--- src/rtl/fp_pack_register_if.sv ---
// Handshake bundle between the SRT divider datapath and the IEEE-754 pack/output register.
// The producer side drives the unpacked result and consumes the packed word.
interface fp_pack_register_if #(
   parameter int EXP_W = 8,
   parameter int MAN_W = 23
);
   logic                     in_valid;
   logic                     in_ready;
   logic                     in_sign;
   logic signed [EXP_W+1:0]  in_exp;
   logic [MAN_W+2:0]         in_man;
   logic                     in_nan;
   logic                     in_inf;
   logic                     in_zero;
   logic                     out_valid;
   logic                     out_ready;
   logic [EXP_W+MAN_W:0]     out_float;
   logic [3:0]               out_flags;

   modport master (
      output in_valid, in_sign, in_exp, in_man, in_nan, in_inf, in_zero, out_ready,
      input  in_ready, out_valid, out_float, out_flags
   );

   modport slave (
      input  in_valid, in_sign, in_exp, in_man, in_nan, in_inf, in_zero, out_ready,
      output in_ready, out_valid, out_float, out_flags
   );
endinterface

--- src/rtl/fp_pack_register.sv ---
// Round-to-nearest-even packer and one-deep output register for the SRT divider result,
// with overflow/underflow/special-case handling and sticky exception flags.
module fp_pack_register_chk #(
   parameter int FW = 32
) (
   input logic          clk,
   input logic          resetn,
   input logic          in_ready,
   input logic          out_valid,
   input logic          out_ready,
   input logic [FW-1:0] out_float,
   input logic [3:0]    out_flags
);
   // A stalled word must stay put until the consumer takes it
   a_hold_stable: assert property (@(posedge clk) disable iff (!resetn)
      (out_valid && !out_ready) |=> (out_valid && $stable(out_float) && $stable(out_flags)));

   a_ready_rule: assert property (@(posedge clk) disable iff (!resetn)
      in_ready == (!out_valid || out_ready));
endmodule

module fp_pack_register #(
   parameter int EXP_W = 8,
   parameter int MAN_W = 23
) (
   input  logic               clk,
   input  logic               resetn,
   fp_pack_register_if.slave  bus,
   input  logic               clr_flags,
   output logic [3:0]         sticky_flags
);
   localparam int FW = 1 + EXP_W + MAN_W;
   // One bit of headroom over in_exp so the rounding carry can never wrap the sign
   localparam int XW = EXP_W + 3;
   localparam logic signed [XW-1:0] EXP_MAX = {3'b000, {EXP_W{1'b1}}};

   logic [MAN_W-1:0]      fraction_s;
   logic                  lsb_s;
   logic                  g_s;
   logic                  r_s;
   logic                  s_s;
   logic                  inc_s;
   logic                  inexact_s;
   logic                  carry_s;
   logic [MAN_W:0]        frac_r_s;
   logic signed [XW-1:0]  exp_r_s;
   logic                  ovf_s;
   logic                  unf_s;
   logic [FW-1:0]         packed_s;
   logic [3:0]            flags_s;
   logic                  accept_s;

   logic                  out_valid_r;
   logic [FW-1:0]         out_float_r;
   logic [3:0]            out_flags_r;
   logic [3:0]            sticky_r;

   // Nearest-even rounding of the fraction and exponent adjust on mantissa carry-out
   always_comb begin
      fraction_s = bus.in_man[MAN_W+2:3];
      lsb_s      = bus.in_man[3];
      g_s        = bus.in_man[2];
      r_s        = bus.in_man[1];
      s_s        = bus.in_man[0];
      inc_s      = g_s & (lsb_s | r_s | s_s);
      inexact_s  = g_s | r_s | s_s;
      frac_r_s   = {1'b0, fraction_s} + {{MAN_W{1'b0}}, inc_s};
      carry_s    = frac_r_s[MAN_W];
      exp_r_s    = {bus.in_exp[EXP_W+1], bus.in_exp} + {{(XW-1){1'b0}}, carry_s};
      ovf_s      = (exp_r_s >= EXP_MAX);
      unf_s      = exp_r_s[XW-1] | (exp_r_s == {XW{1'b0}});
   end

   // Result classification; flags are {invalid, overflow, underflow, inexact}
   always_comb begin
      packed_s = {FW{1'b0}};
      flags_s  = 4'b0000;
      if (bus.in_nan) begin
         packed_s = {1'b0, {EXP_W{1'b1}}, 1'b1, {(MAN_W-1){1'b0}}};
         flags_s  = 4'b1000;
      end else if (bus.in_inf) begin
         packed_s = {bus.in_sign, {EXP_W{1'b1}}, {MAN_W{1'b0}}};
         flags_s  = 4'b0000;
      end else if (bus.in_zero) begin
         packed_s = {bus.in_sign, {(EXP_W+MAN_W){1'b0}}};
         flags_s  = 4'b0000;
      end else if (ovf_s) begin
         packed_s = {bus.in_sign, {EXP_W{1'b1}}, {MAN_W{1'b0}}};
         flags_s  = 4'b0101;
      end else if (unf_s) begin
         packed_s = {bus.in_sign, {(EXP_W+MAN_W){1'b0}}};
         flags_s  = 4'b0011;
      end else begin
         packed_s = {bus.in_sign, exp_r_s[EXP_W-1:0], frac_r_s[MAN_W-1:0]};
         flags_s  = {3'b000, inexact_s};
      end
   end

   assign bus.in_ready = !out_valid_r | bus.out_ready;
   assign accept_s     = bus.in_valid & bus.in_ready;

   // Output word register: load on accept, retire on transfer, hold under backpressure
   always_ff @(posedge clk or negedge resetn) begin
      if (!resetn) begin
         out_valid_r <= 1'b0;
         out_float_r <= {FW{1'b0}};
         out_flags_r <= 4'b0000;
      end else if (accept_s) begin
         out_valid_r <= 1'b1;
         out_float_r <= packed_s;
         out_flags_r <= flags_s;
      end else if (bus.out_ready) begin
         out_valid_r <= 1'b0;
      end
   end

   // Sticky accumulation; an accept on the clearing edge keeps only the new word's flags
   always_ff @(posedge clk or negedge resetn) begin
      if (!resetn) begin
         sticky_r <= 4'b0000;
      end else if (accept_s) begin
         sticky_r <= (clr_flags ? 4'b0000 : sticky_r) | flags_s;
      end else if (clr_flags) begin
         sticky_r <= 4'b0000;
      end else begin
         sticky_r <= sticky_r;
      end
   end

   assign bus.out_valid = out_valid_r;
   assign bus.out_float = out_float_r;
   assign bus.out_flags = out_flags_r;
   assign sticky_flags  = sticky_r;

   fp_pack_register_chk #(.FW(FW)) u_chk (
      .clk       (clk),
      .resetn    (resetn),
      .in_ready  (bus.in_ready),
      .out_valid (out_valid_r),
      .out_ready (bus.out_ready),
      .out_float (out_float_r),
      .out_flags (out_flags_r)
   );
endmodule

--- src/flat_wrapper.sv ---
// flat-port wrapper written by rule: the top's interface ports become plain ports
module fp_pack_register_flat 
#(
   parameter int EXP_W = 8,
   parameter int MAN_W = 23
)
  (clk, resetn, clr_flags, sticky_flags, bus_in_valid, bus_in_sign, bus_in_exp, bus_in_man, bus_in_nan, bus_in_inf, bus_in_zero, bus_out_ready, bus_in_ready, bus_out_valid, bus_out_float, bus_out_flags);
  fp_pack_register_if #(.EXP_W(EXP_W), .MAN_W(MAN_W)) bus_i ();
  input  logic clk;
  input  logic resetn;
  input  logic clr_flags;
  output logic [3:0] sticky_flags;
  input wire logic [$bits(bus_i.in_valid)-1:0] bus_in_valid;
  input wire logic [$bits(bus_i.in_sign)-1:0] bus_in_sign;
  input wire logic [$bits(bus_i.in_exp)-1:0] bus_in_exp;
  input wire logic [$bits(bus_i.in_man)-1:0] bus_in_man;
  input wire logic [$bits(bus_i.in_nan)-1:0] bus_in_nan;
  input wire logic [$bits(bus_i.in_inf)-1:0] bus_in_inf;
  input wire logic [$bits(bus_i.in_zero)-1:0] bus_in_zero;
  input wire logic [$bits(bus_i.out_ready)-1:0] bus_out_ready;
  output wire logic [$bits(bus_i.in_ready)-1:0] bus_in_ready;
  output wire logic [$bits(bus_i.out_valid)-1:0] bus_out_valid;
  output wire logic [$bits(bus_i.out_float)-1:0] bus_out_float;
  output wire logic [$bits(bus_i.out_flags)-1:0] bus_out_flags;
  assign bus_i.in_valid = bus_in_valid;
  assign bus_i.in_sign = bus_in_sign;
  assign bus_i.in_exp = bus_in_exp;
  assign bus_i.in_man = bus_in_man;
  assign bus_i.in_nan = bus_in_nan;
  assign bus_i.in_inf = bus_in_inf;
  assign bus_i.in_zero = bus_in_zero;
  assign bus_i.out_ready = bus_out_ready;
  assign bus_in_ready = bus_i.in_ready;
  assign bus_out_valid = bus_i.out_valid;
  assign bus_out_float = bus_i.out_float;
  assign bus_out_flags = bus_i.out_flags;
  fp_pack_register #(.EXP_W(EXP_W), .MAN_W(MAN_W)) u_core (.clk(clk), .resetn(resetn), .bus(bus_i), .clr_flags(clr_flags), .sticky_flags(sticky_flags));
endmodule
--- config.mk ---
export PLATFORM = sky130hd
export DESIGN_NAME = fp_pack_register_flat
export DESIGN_NICKNAME = d
export VERILOG_FILES = /design/src/rtl/fp_pack_register_if.sv /design/src/rtl/fp_pack_register.sv /design/src/flat_wrapper.sv
export SDC_FILE = /design/constraint.sdc
export NUM_CORES = 1
export LEC_CHECK = 0
export BUFFER_PORTS_ARGS = -buffer_cell sky130_fd_sc_hd__buf_2
export CORE_MARGIN = 4
export CORE_UTILIZATION = 50
export CTS_BUF_LIST = sky130_fd_sc_hd__clkbuf_2
export DETAILED_ROUTE_END_ITERATION = 8
export PLACE_DENSITY = 0.91
export SLEW_MARGIN = 20
export SYNTH_ARGS = -nofsm -noshare
export SYNTH_HDL_FRONTEND = slang
export SYNTH_HIERARCHICAL = 1
export SYNTH_SLANG_ARGS = --single-unit
export TNS_END_PERCENT = 50
--- constraint.sdc ---
create_clock -name clk -period 2.4 [get_ports clk]
set_clock_uncertainty 0.05 [all_clocks]
set_input_delay 0.48 -clock clk [delete_from_list [all_inputs] [get_ports clk]]
set_output_delay 0.48 -clock clk [all_outputs]
set_load 0.01 [all_outputs]
======== Word level (Yosys, flattened, before mapping) ========
Cells that the tools add are included.
word-level totals
  bits in registers ....................... 41
  input port bits ......................... 45
  output and inout bits ................... 42
  word-level logic and storage cells ...... 33
cells by class
  add/subtract/negate cells ............... 2
  magnitude comparators ................... 1
  mux-type cells .......................... 14
  bitwise logic cells ..................... 9
  reduce and logical (&&, ||, !) cells .... 3
operators by type and width
  kind                                                                     count
  31-bit 2-to-1 mux                                                        4
  32-bit 2-to-1 mux                                                        1
  23-bit by 1-bit adder with 24-bit output                                 1
  4-bit 2-to-1 mux                                                         6
  10-bit by 2-bit adder with 11-bit output                                 1
  11-bit by 9-bit >= comparator with 1-bit output (second input constant)  1
  11-bit zero test                                                         1
  1-bit bitwise OR                                                         6
  4-bit bitwise OR                                                         1
  1-bit AND                                                                2
  1-bit 2-to-1 mux                                                         2
  2-bit 2-to-1 mux                                                         1
  2-bit nonzero test                                                       1
  1-bit zero test                                                          1

======== Logic depth before layout (Yosys ltp) ========
Gate-level depths: netlist of the first run.
  depth in word-level cells ............... 14
  gate-level depth with buffers ........... 14
  depth with buffers taken out ............ 12

======== Least setup slack after synthesis of the first run ========
Ideal clock, no wire load.
  path type ............................... input -> register
  from .................................... in bus_in_man[1]
  to ...................................... reg u_core.out_float_r[19], in the netlist u_core/bus.out_float[19]
  setup time .............................. 0.074 ns
  arrival time ............................ 3.293 ns
  required time ........................... 2.276 ns
  slack ................................... -1.017 ns
  stages on the path ...................... 14
  path buffers ............................ 2
  cell sequence ........................... o31a_1 -> ha_1 -> nand3_1 -> or3_1 -> clkbuf_1 -> nor4_1 -> ha_1 -> ha_1 -> nand3_1 -> a2111oi_2 -> o22ai_1 -> a211o_2 -> buf_6 -> o21ai_2
between the ends
  longest elaborated chain between the ends .. 12
  elaborated cells between the ends (all ways) .. 13
  classes of those cells .................. 2 x add/sub; 1 x order compare; 5 x mux; 4 x bitwise; 1 x reduce/logical
ends and longest elaborated chain
  element                                                                           RTL line                 RTL
  start: declaration                                                                flat_wrapper.sv:16       input wire logic [$bits(bus_i.in_man)-1:0] bus_in_man;
  1-bit bitwise OR * (2 in a row)                                                   fp_pack_register.sv:65   inc_s = g_s & (lsb_s | r_s | s_s);
  1-bit AND *                                                                       fp_pack_register.sv:65
  23-bit by 1-bit adder with 24-bit output *                                        fp_pack_register.sv:67   frac_r_s = {1'b0, fraction_s} + {{MAN_W{1'b0}}, inc_s};
  branches (longest 4 deep; another with 10-bit by 2-bit adder with 11-bit output)  --
  31-bit 2-to-1 mux *                                                               fp_pack_register.sv:87   end else if (ovf_s) begin
  31-bit 2-to-1 mux *                                                               fp_pack_register.sv:84   end else if (bus.in_zero) begin
  31-bit 2-to-1 mux *                                                               fp_pack_register.sv:81   end else if (bus.in_inf) begin
  32-bit 2-to-1 mux *                                                               fp_pack_register.sv:78   if (bus.in_nan) begin
  end signal: assignment                                                            fp_pack_register.sv:106  out_float_r <= {FW{1'b0}};
  end signal: assignment                                                            fp_pack_register.sv:110  out_float_r <= packed_s;
  end: declaration                                                                  fp_pack_register.sv:54   logic [FW-1:0] out_float_r;
Every way passes the cells marked *.
A chain may end at the register's enable or synchronous reset.

======== Final worst setup path of the first run ========
  from .................................... in bus_in_man[0]
  to ...................................... reg u_core.out_float_r[11], in the netlist u_core/bus.out_float[11]
between the ends
  longest elaborated chain between the ends .. 11
  elaborated cells between the ends (all ways) .. 12
  classes of those cells .................. 2 x add/sub; 1 x order compare; 5 x mux; 3 x bitwise; 1 x reduce/logical
ends and longest elaborated chain
  element                                                                           RTL line
  1-bit bitwise OR *                                                                fp_pack_register.sv:65
  1-bit AND *                                                                       fp_pack_register.sv:65
  23-bit by 1-bit adder with 24-bit output *                                        fp_pack_register.sv:67
  branches (longest 4 deep; another with 10-bit by 2-bit adder with 11-bit output)  --
  31-bit 2-to-1 mux *                                                               fp_pack_register.sv:87
  31-bit 2-to-1 mux *                                                               fp_pack_register.sv:84
  31-bit 2-to-1 mux *                                                               fp_pack_register.sv:81
  32-bit 2-to-1 mux *                                                               fp_pack_register.sv:78
Marked as above.

==> summary.md, run 1 <==
| Metric | Value |
|---|---|
| Total wire length | 8.61 mm |
| Multi-input gate area | 1470 µm² |
| Ys async rst share | 1.00 |
| Hold Path Class | input pin to async pin |
| Slew Limit Headroom | 0.378 |
| Post-Layout Cell Count | 462 |
| Pwr dens | 393 nW/µm² |
| Main synth FF type | dfrtp_1 |
| Startpoint types | input pin |
| Max Buffers Root-to-Sink | 2 |
| Via density | 5.94 |
| Detail Placement HPWL | 5.54 mm |
| Lkg Pwr | 1.68 nW |
| Outcome | complete, but fails checks |
| Largest net degree at the start of global routing | 42 |
| Actual slew at the worst max-slew pin | 0.933 ns |
| First-pass GRT wire length | 13.6 mm |
| # nets final | 443 |
| Ports | 87 |
| DRC | 0 |
| Clock-pin transition on the worst setup and hold timing paths | 0.22 ns |
| Seq/Total Area, Yosys | 0.415 |
| Fin area | 3590 µm² |
| Number of fill cells | 309 |
| Syn nets | 309 |
| Setup TNS | -20.52 ns |
| Synth warn | 6 |
| Reg area | 1030 µm² |
| Vias in the first global route | 2762 |
| Gr usage total | 0.284 |
| Vias after detailed routing | 2743 |
| Site Rows | 25 |
| Worst Setup End Kind | flop |
| CTS tree | yes |
| Drt first pass iters | 5 |
| Final-report hold violation count | 0 |
| GP Congestion | 0.869 |
| Highest clock rate | 326 MHz |
| Max-Cap Viols | 0 |
| Failing checks | negative setup slack |
| Final setup vio count | 37 |
| CP Class | input pin to flop |
| Mapped Area | 2470 µm² |
| Initial Utilization | 0.520 |
| CP Max Fanout | 6 |
| Synthesized instance count | 260 |
| Area grow syn2layout | 45.0% |
| Die W | 78.3 µm |
| Initial antenna violation count | 0 |
| Crit path time final | 3.07 ns |
| CTS sink cnt | 41 |
| Root Driver | clkbuf_2 |
| Diodes inserted | 0 |
| WL per Instance | 18.6 µm |
| Worst EP required | 2.70 ns |
| Die extent in y | 78.3 µm |
| Core Util, Final | 0.754 |
| Total gr overflow | 0 |
| Fin. max-slew vios | 0 |
| Mean Syn Cell Area | 9.51 µm² |
| Total CTS buffers | 5 |
| Share of cells above drive strength 1 | 0.504 |
| RSZ-0062 raised after global routing | true |
| H-tree Lvls | 2 |
| CP arrival | 3.37 ns |
| ANT nets after route | 0 |
| Placed instance area | 3300 µm² |
| Post-layout worst setup margin | -0.668 ns |
| Peak VDD IR | 241 µV |
| DRT iter0 DRCs | 259 |
| Number of enable flip-flop cells after synthesis | 0 |
| Port bufs | 86 |
| Placed Cells | 445 |
| Register bit total from synthesis | 41 |
| Synth cell types | 48 |
| Floorplan core area | 4750 µm² |
| Clock latency on the worst-skew pair | 0.41 ns |
| Die area | 6140 µm² |
| Period utilization | 1.28 |
placed cells by master, fill, tap and decap left out, types with 3 or more instances in the layout:
master     n
nand3_1    7
buf_2     82
buf_12     3
a21oi_2    3
xor2_1     8
xnor2_1   20
nand2_1   41
dfrtp_1   41
o221a_2    3
buf_6      7
o22a_1     3
nand4_1   10
a32o_1     4
o21ai_2   20
or2_2      3
nor3_1     8
inv_1     10
clkbuf_2   5
o211ai_1   3
nor2_1    15
buf_4     48
and4_1     3
critical path, stage by stage:
cell,delay (ns)
buf_6,0.07
o31a_1,0.15
ha_2,0.21
nand3_2,0.07
or3_4,0.41
nor4_4,0.20
ha_4,0.21
buf_4,0.13
ha_4,0.14
buf_4,0.11
xnor2_1,0.16
or3_1,0.17
o22ai_2,0.11
a211o_4,0.32
buf_12,0.15
buf_12,0.13
o21ai_2,0.15
power by group:
group	total (mW)	switching [mW]	internal, mW
sequential	0.748	0.0213	0.727
combinational	0.363	0.197	0.166
clock	0.298	0.234	0.0637
total	1.41	0.453	0.956
through the flow:
stage / setup WS (ns) / total power, mW / hold slack (ns)
floorplan: -0.915 / 0.907 / 0.134
global placement: -1.01 / 1.07 / 0.396
detailed placement: -1.11 / 1.08 / 0.402
CTS: -0.576 / 1.39 / 0.139
global route: -0.701 / 1.47 / 0.146
finish: -0.668 / 1.41 / 0.112
what timing repair did:
item / CTS / global route
hold buffers: 0 / 0
gates cloned: 2 / 0
setup endpoints to repair: 37 / 37
gates resized for setup: 26 / 3
setup buffers: 8 / 1
endpoints found under the hold margin: 0 / 0
pin swaps: 35 / 2
routing by layer:
| layer | share of wire | track usage |
|---|---|---|
| met4 | 0.040 | 0.136 |
| met2 | 0.50 | 0.481 |
| met3 | 0.082 | 0.0596 |
| met1 | 0.38 | 0.345 |
| met5 | 0 | 0 |
cells in the mapped netlist, types with 2 or more instances:
master,number,area [µm²]
clkbuf_1,6,22.5
nand4_1,10,62.6
a21oi_1,3,15.0
dfrtp_1,41,1030
xor2_1,8,70.1
o21ai_0,3,15.0
nand2_1,43,161
nand3_1,9,45.0
and4_1,3,26.3
buf_4,3,22.5
nor4_1,3,18.8
or2_2,4,25.0
o22a_1,3,26.3
o31a_1,2,17.5
o21ai_2,20,175
o211a_1,2,20.0
nor2_1,15,56.3
buf_6,3,33.8
and2_1,2,12.5
inv_1,10,37.5
xnor2_1,20,175
or3_1,2,12.5
nor3_1,8,40.0
ha_1,4,50.1
o211ai_1,3,22.5
nand2b_1,3,18.8
a32o_1,4,40.0
o221a_2,3,33.8
kinds of logic after synthesis:
family                     after synthesis  share of synthesized area
DFF                                     41                      0.415
AOI/OAI and AO/OA                       55                      0.198
adders and majority gates                4                     0.0202
buffers and inverters                   24                     0.0506
xor gates and xnor gates                28                     0.0991
and+or+nand+nor                        108                      0.217
flip-flops by register name, summed over array words and instances (netlist names):
| name | flops |
|---|---|
| u_core/bus.out_float | 32 |
| u_core/bus.out_flags | 4 |
| u_core/sticky_flags | 4 |
| u_core/bus.out_valid | 1 |
layout make-up:
| type | count | share of cell area |
|---|---|---|
| Multi-Input combinational cell | 195 | 0.408 |
| Sequential cell | 41 | 0.286 |
| Timing Repair Buffer | 141 | 0.261 |
| Tap cell | 67 | 0.0234 |
| Inverter | 10 | 0.0105 |
| Clock buffer | 5 | 0.00698 |
| Clock inverter | 3 | 0.00349 |
worst paths after layout:
check                      cells past startpoint                                 start                              endpoint  slack [ns]
max                                           17                         bus_in_man[0]  u_core/bus.out_float[11]$_DFFE_PN0P_       -0.67
min in group clk                               2                             clr_flags      u_core/sticky_flags[3]$_DFF_PN0_        0.23
max reg2reg                                    7      u_core/bus.out_valid$_DFFE_PN0P_  u_core/bus.out_float[11]$_DFFE_PN0P_        0.42
max in group asynchronous                      1                                resetn  u_core/bus.out_float[26]$_DFFE_PN0P_        1.61
min reg2reg                                    2  u_core/bus.out_float[31]$_DFFE_PN0P_  u_core/bus.out_float[31]$_DFFE_PN0P_        0.44
min                                            1                                resetn      u_core/sticky_flags[3]$_DFF_PN0_        0.11
(Power assumes the default switching activity.)
==> inputs of run 2 (changes only) <==
--- a/config.mk
+++ b/config.mk
@@ -10,10 +10,9 @@
 export CORE_UTILIZATION = 50
 export CTS_BUF_LIST = sky130_fd_sc_hd__clkbuf_2
 export DETAILED_ROUTE_END_ITERATION = 8
-export PLACE_DENSITY = 0.91
+export PLACE_DENSITY = 0.9
 export SLEW_MARGIN = 20
 export SYNTH_ARGS = -nofsm -noshare
 export SYNTH_HDL_FRONTEND = slang
-export SYNTH_HIERARCHICAL = 1
 export SYNTH_SLANG_ARGS = --single-unit
 export TNS_END_PERCENT = 50
==> summary.md, run 2 <==
| Metric | Value |
|---|---|
| Lkg Pwr | 1.75 nW (+4.3%) |
| Crit-path most repeated cell | ha_4 |
| Slowest-stage cell, CP | a221o_2 |
| Number of enable flip-flop cells after synthesis | 0 (unchanged) |
| Initial Utilization | 0.531 (+0.0103) |
| Worst Setup End Kind | flop |
| Port bufs | 86 (unchanged) |
| CTS tree | yes |
| Vias after detailed routing | 2962 (+8.0%) |
| Initial antenna violation count | 0 (unchanged) |
| Crit path to | u_core.bus.out_float[13]$_DFFE_PN0P_ |
| R2R Setup Slk | 0.43 ns (about the same) |
| CP Class | input pin to flop |
| Period utilization | 1.25 (-0.0312) |
| Number of fill cells | 273 (-12%) |
| Top post-synthesis cells by count | dfrtp_1 (41), nand2_1 (37), o31ai_2 (20), nand3_1 (15) |
| Pwr dens | 381 nW/µm² (-2.9%) |
| Setup crit start | bus_in_man[11] |
| Max Buffers Root-to-Sink | 2 (unchanged) |
| Die W | 79.7 µm (+1.8%) |
| Site Rows | 25 (unchanged) |
| Clock-pin transition on the worst setup and hold timing paths | 0.22 ns (about the same) |
| Share of cells above drive strength 1 | 0.498 (-0.00626) |
| Synth warn | 0 (-6) |
| FF-to-FF path depth | 5 (-2) |
| GP Congestion | 1.00 (+15%) |
| Via density | 6.26 (+5.5%) |
| WL per Instance | 20.8 µm (+12%) |
| H-tree Lvls | 2 (unchanged) |
| Max stage delay on crit path | 0.45 ns (+0.04 ns) |
| Slew Limit Headroom | 0.416 (+0.0383) |
| CTS sink cnt | 41 (unchanged) |
| Worst slack, placed | -1.13 ns (-0.0190 ns) |
| Largest net degree at the start of global routing | 42 (unchanged) |
| Gr usage total | 0.285 (+0.000681) |
| Synthesized instance count | 262 (+0.77%) |
| Mean Syn Cell Area | 9.82 µm² (+3.2%) |
| Max reg flops | 32 (unchanged) |
| Min Hold Slack | 0.0847 ns (-0.0273 ns) |
| Crit path time final | 2.99 ns (-0.0748 ns) |
| Final setup vio count | 37 (unchanged) |
| Total power | 1.45 mW (+2.8%) |
| Detail Placement HPWL | 5.96 mm (+7.6%) |
| Diodes inserted | 0 (unchanged) |
| Peak VDD IR | 273 µV (+13%) |
| Total wire length | 9.84 mm (+14%) |
| CP Max Fanout | 6 (unchanged) |
| Ports | 87 (unchanged) |
| Max-Cap Viols | 0 (unchanged) |
| Floorplan core area | 4850 µm² (+2.0%) |
| Die extent in y | 79.7 µm (+1.8%) |
| Root Driver | clkbuf_2 |
| Die area | 6360 µm² (+3.6%) |
| Register bit total from synthesis | 41 (unchanged) |
| Worst-path cell chain | buf_6, nand4_1, nor4_4, and4_4, ha_4, ha_4, nand3_4, o21ai_1, a2111oi_4, a221o_2, buf_2, o31ai_2 |
| # nets final | 454 (+2.5%) |
| CP arrival | 3.27 ns (-0.10 ns) |
| Hold Path Class | input pin to async pin |
| Area grow syn2layout | 47.6% |
| Mapped Area | 2570 µm² (+4.0%) |
| Ys async rst share | 1.00 (unchanged) |
| Outcome | complete, but fails checks |
| Synth cell types | 48 (unchanged) |
| Post-layout worst setup margin | -0.594 ns (+0.0748 ns) |
| ANT nets after route | 0 (unchanged) |
| Failing checks | negative setup slack |
| FF-to-FF Start | u_core.bus.out_valid$_DFFE_PN0P_ |
| Clock latency on the worst-skew pair | 0.42 ns (about the same) |
| Main synth FF type | dfrtp_1 |
| First-pass GRT wire length | 14.0 mm (+2.9%) |
| Startpoint types | input pin |
| Fin. max-slew vios | 0 (unchanged) |
| Actual slew at the worst max-slew pin | 0.875 ns (-0.0574 ns) |
| Core Util, Final | 0.783 (+0.0285) |
| Share of the synthesized area in the top cell type | 0.399 (-0.0159) |
| Final-report hold violation count | 0 (unchanged) |
| Highest clock rate | 334 MHz (+2.5%) |
| Worst EP required | 2.68 ns (-0.02 ns) |
| Total gr overflow | 0 (unchanged) |
| Most frequent cells in the layout | buf_2 (79), buf_4 (55), dfrtp_1 (41) |
| Most common cell after layout, fill and taps aside | buf_2 |
| DRT iter0 DRCs | 312 (+20%) |
| Largest cells by area after synthesis | dfrtp_1 (40%), o31ai_2 (9.7%), nand2_1 (5.4%) |
| Seq/Total Area, Yosys | 0.399 (-0.0159) |
| Vias in the first global route | 2919 (+5.7%) |
| Drt first pass iters | 5 (unchanged) |
| Setup TNS | -18.41 ns (+2.11 ns) |
| DRC | 0 (unchanged) |
| Largest area contributor in the netlist | dfrtp_1 |
| Syn nets | 311 (+0.65%) |
| End of the worst register-to-register path | u_core.bus.out_float[4]$_DFFE_PN0P_ |
| Total CTS buffers | 5 (unchanged) |
| Most common cell in the netlist | dfrtp_1 |
| RSZ-0062 raised after global routing | true |
[run 2: worst max-delay path, delay by kind of cell]
kind	cells	cell delay (ns)
adders and majority gates	2	0.31
AOI/OAI and AO/OA	4	1.25
and+or+nand+nor	4	0.92
buffers and inverters	2	0.29
[run 2: metrics by stage]
| step | instance area [µm²] | instances |
|---|---|---|
| 3_5_place_dp | 3450 | 456 |
| 6_report | 3800 | 473 |
| 3_3_place_gp | 3450 | 456 |
| 4_1_cts | 3670 | 469 |
| 5_1_grt | 3800 | 473 |
| 2_1_floorplan | 2610 | 262 |
[run 2: area by class of cell]
class,instances,area [µm²],area share
inverters,9,33.8,0.00890
well taps,67,83.8,0.0221
clock buffers,6,30.0,0.00791
multi-input cells,199,1600,0.420
flip-flops and latches,41,1030,0.270
clock inverters,2,10.0,0.00264
repair buffers,149,1020,0.268
[run 2: how the worst min path moves through the flow]
stage | to | start | cells after the start
after floorplan | u_core.bus.out_flags[0]$_DFFE_PN0P_ | resetn | 0
after global placement | u_core.bus.out_flags[3]$_DFFE_PN0P_ | u_core.bus.out_flags[3]$_DFFE_PN0P_ | 2
after detailed placement | u_core.bus.out_flags[3]$_DFFE_PN0P_ | u_core.bus.out_flags[3]$_DFFE_PN0P_ | 2
after CTS | u_core.bus.out_float[1]$_DFFE_PN0P_ | resetn | 1
after global routing | u_core.bus.out_float[22]$_DFFE_PN0P_ | resetn | 1
final | u_core.bus.out_float[14]$_DFFE_PN0P_ | resetn | 1
[run 2: power breakdown]
part | switching (mW) | internal, mW | leakage (nW)
Clock | 0.237 | 0.0731 | 0.0327
Combinational | 0.221 | 0.172 | 1.19
Sequential | 0.0205 | 0.724 | 0.530
Total | 0.479 | 0.969 | 1.75
[run 2: cell families (layout without fill, tap and decap cells)]
kind of cell,count (synthesis),count (layout),synth area share
flops,41,41,0.399
compound gates,66,66,0.231
fa+ha+maj,4,4,0.0195
xor+xnor,26,26,0.0885
simple gates,103,103,0.210
buf+inv,22,166,0.0520
[run 2: layer usage]
| metal | part of all wire | vias to the layer above | global-route usage |
|---|---|---|---|
| met4 | 0.043 | 0 | 0.152 |
| met5 | 0 | - | 0 |
| li1 | - | 1256 | - |
| met2 | 0.50 | 240 | 0.488 |
| met1 | 0.36 | 1410 | 0.341 |
| met3 | 0.097 | 56 | 0.0463 |
[run 2: repair_timing]
action | 4_1_cts | 5_1_grt
pin swaps | 9 | 2
cloned | 1 | 2
setup endpoints to repair | 37 | 37
setup buffers | 4 | 3
resized for setup | 26 | 9
hold buffers | 0 | 0
==> inputs of run 3 (changes only) <==
==> constraint.sdc (replaced) <==
create_clock -name clk -period 2.9 [get_ports clk]
set_clock_uncertainty 0.05 [all_clocks]
set_input_delay 0.58 -clock clk [delete_from_list [all_inputs] [get_ports clk]]
set_output_delay 0.58 -clock clk [all_outputs]
set_load 0.01 [all_outputs]
==> summary.md, run 3 (synthesis gave the netlist of run 2 again) <==
| Metric | Value |
|---|---|
| Setup TNS | -6.18 ns (+12.22 ns) |
| Fin. max-slew vios | 0 (unchanged) |
| DRT iter0 DRCs | 292 (-6.4%) |
| Final-report hold violation count | 0 (unchanged) |
| Initial antenna violation count | 0 (unchanged) |
| H-tree Lvls | 2 (unchanged) |
| Stages on the worst setup path | 14 (+2) |
| Most frequent cells in the layout | buf_2 (81), buf_4 (51), dfrtp_1 (41) |
| CP Max Fanout | 6 (unchanged) |
| Worst-path cell chain | buf_6, o31a_1, ha_4, nand2_4, nor4_4, and4_1, ha_4, ha_4, nand3_4, or3_4, a2111oi_4, a221o_2, buf_4, o221a_1 |
| ANT nets after route | 0 (unchanged) |
| Startpoint types | input pin |
| Clock-pin transition on the worst setup and hold timing paths | 0.20 ns (-0.02 ns) |
| Final setup vio count | 36 (-2.7%) |
| Int Pwr | 0.800 mW (-17%) |
| Lkg Pwr | 1.73 nW (-1.6%) |
| Clock latency on the worst-skew pair | 0.40 ns (-0.02 ns) |
| First-pass GRT wire length | 13.9 mm (-0.64%) |
| Share of cells above drive strength 1 | 0.495 (-0.00254) |
| CTS sink cnt | 41 (unchanged) |
| Initial Utilization | 0.531 (unchanged) |
| Reg power frac | 0.514 (about the same) |
| Failing checks | negative setup slack |
| Die area | 6360 µm² (unchanged) |
| Gr usage total | 0.284 (-0.00109) |
| P_sw | 0.394 mW (-18%) |
| Largest net degree at the start of global routing | 42 (unchanged) |
| Slew Limit Headroom | 0.149 (-0.268) |
| GP Congestion | 0.976 (-2.3%) |
| Die extent in y | 79.7 µm (unchanged) |
| Vias in the first global route | 2840 (-2.7%) |
| Actual slew at the worst max-slew pin | 1.27 ns (+0.392 ns) |
| FF-to-FF path depth | 5 (unchanged) |
| Peak VDD IR | 262 µV (-4.0%) |
| Area grow syn2layout | 45.3% |
| Total wire length | 9.65 mm (-2.0%) |
| Max-Cap Viols | 0 (unchanged) |
| Outcome | complete, but fails checks |
| Die W | 79.7 µm (unchanged) |
| Most common cell after layout, fill and taps aside | buf_2 |
| CP arrival | 3.44 ns (+0.17 ns) |
| Max reg flops | 32 (unchanged) |
| Port bufs | 86 (unchanged) |
| Worst slack, placed | -0.732 ns (+0.396 ns) |
| RSZ-0062 raised after global routing | true |
| # nets final | 448 (-1.3%) |
| Crit-path most repeated cell | ha_4 |
| CP Class | input pin to flop |
| Period utilization | 1.08 |
| Drt first pass iters | 5 (unchanged) |
| Diodes inserted | 0 (unchanged) |
| WL per Instance | 20.7 µm (-0.75%) |
| Highest clock rate | 320 MHz |
| Vias after detailed routing | 2956 (-0.20%) |
| Worst Setup End Kind | flop |
| Worst EP required | 3.21 ns (+0.53 ns) |
| Gate power share | 0.276 (+0.004) |
| DRC | 0 (unchanged) |
| Ports | 87 (unchanged) |
| Min Hold Slack | 0.207 ns (+0.122 ns) |
| Core Util, Final | 0.771 (-0.0121) |
| Hold-fix buffers, CTS | 0 (unchanged) |
| Sw Ratio | 0.330 (-0.000895) |
| Slowest-stage cell, CP | a2111oi_4 |
| CTS tree | yes |
| Max stage delay on crit path | 0.38 ns (-0.07 ns) |
| Max Buffers Root-to-Sink | 2 (unchanged) |
| Hold Path Class | input pin to async pin |
| Via density | 6.33 (+1.1%) |
| Site Rows | 25 (unchanged) |
| Clock Power Share | 0.210 (-0.004) |
| Crit path time final | 3.13 ns |
| Root Driver | clkbuf_2 |
| Floorplan core area | 4850 µm² (unchanged) |
| Post-layout worst setup margin | -0.230 ns (+0.364 ns) |
| Detail Placement HPWL | 6.01 mm (+0.81%) |
| Total CTS buffers | 5 (unchanged) |
| Pwr dens | 319 nW/µm² (-16%) |
| Largest delay share family, worst path | compound AO/OA/AOI/OAI gates |
| Total gr overflow | 0 (unchanged) |
| Total power | 1.19 mW (-18%) |
| WP buf/inv | 2 (unchanged) |
## run 3: cell types whose count changed in the layout (fill, tap and decap cells not counted), moves of 2 or more
cell	delta
a31oi_1	-2
a31oi_4	+2
buf_2	+2
buf_4	-4
buf_6	-2
clkbuf_16	-2
o21ai_1	-2
o21ai_2	+2
o31ai_4	-2
## run 3: routing by layer
metal,up-vias,global-route usage,wire [µm],share of wire
li1,1240,-,-,-
met1,1399,0.342,3500,0.36
met2,242,0.482,4580,0.47
met3,75,0.0474,889,0.092
met4,0,0.155,673,0.070
met5,-,0,0,0
## run 3: cell type report
type,instances,area [µm²]
Tap cell,67,83.8
Multi-Input combinational cell,199,1620
Clock buffer,6,30.0
Fill cell,280,1110
Inverter,9,33.8
Timing Repair Buffer,143,930
Clock inverter,2,10.0
Sequential cell,41,1030
## run 3: metrics by stage
stage | cell area, µm² | std cells
5_1_grt | 3740 | 467
3_3_place_gp | 3410 | 451
4_1_cts | 3590 | 463
2_1_floorplan | 2610 | 262
3_5_place_dp | 3410 | 451
6_report | 3740 | 467
## run 3: power by group through the flow
stage	Clock, mW	Sequential, mW	Combinational, mW
6_report	0.251	0.613	0.329
5_1_grt	0.287	0.616	0.349
4_1_cts	0.249	0.612	0.291
3_5_place_dp	0	0.622	0.274
3_3_place_gp	0	0.622	0.262
2_1_floorplan	0	0.635	0.110
## run 3: final timing paths
check / slack (ns) / start / end
worst min register to register: 0.46 / u_core.bus.out_float[11]$_DFFE_PN0P_ / u_core.bus.out_float[11]$_DFFE_PN0P_
max in group asynchronous: 2.05 / resetn / u_core.bus.out_float[5]$_DFFE_PN0P_
worst max register to register: 0.46 / u_core.bus.out_valid$_DFFE_PN0P_ / u_core.bus.out_float[28]$_DFFE_PN0P_
min in group clk: 0.34 / clr_flags / u_core.sticky_flags[2]$_DFF_PN0_
worst max-delay path: -0.23 / bus_in_man[3] / u_core.bus.out_float[28]$_DFFE_PN0P_
worst min-delay path: 0.21 / resetn / u_core.bus.out_float[14]$_DFFE_PN0P_
## run 3: worst register-to-register path, delay by kind of cell, from the launching register on
family | cells | cell delay [ns]
flops | 1 | 0.43
simple gates | 3 | 1.27
compound gates | 2 | 0.61
## run 3: what timing repair did
action	4_1_cts	5_1_grt
resized for setup	22	17
endpoints found under the hold margin	0	0
cloned	1	0
setup endpoints to repair	36	36
pin swaps	8	7
buffers inserted	3	4
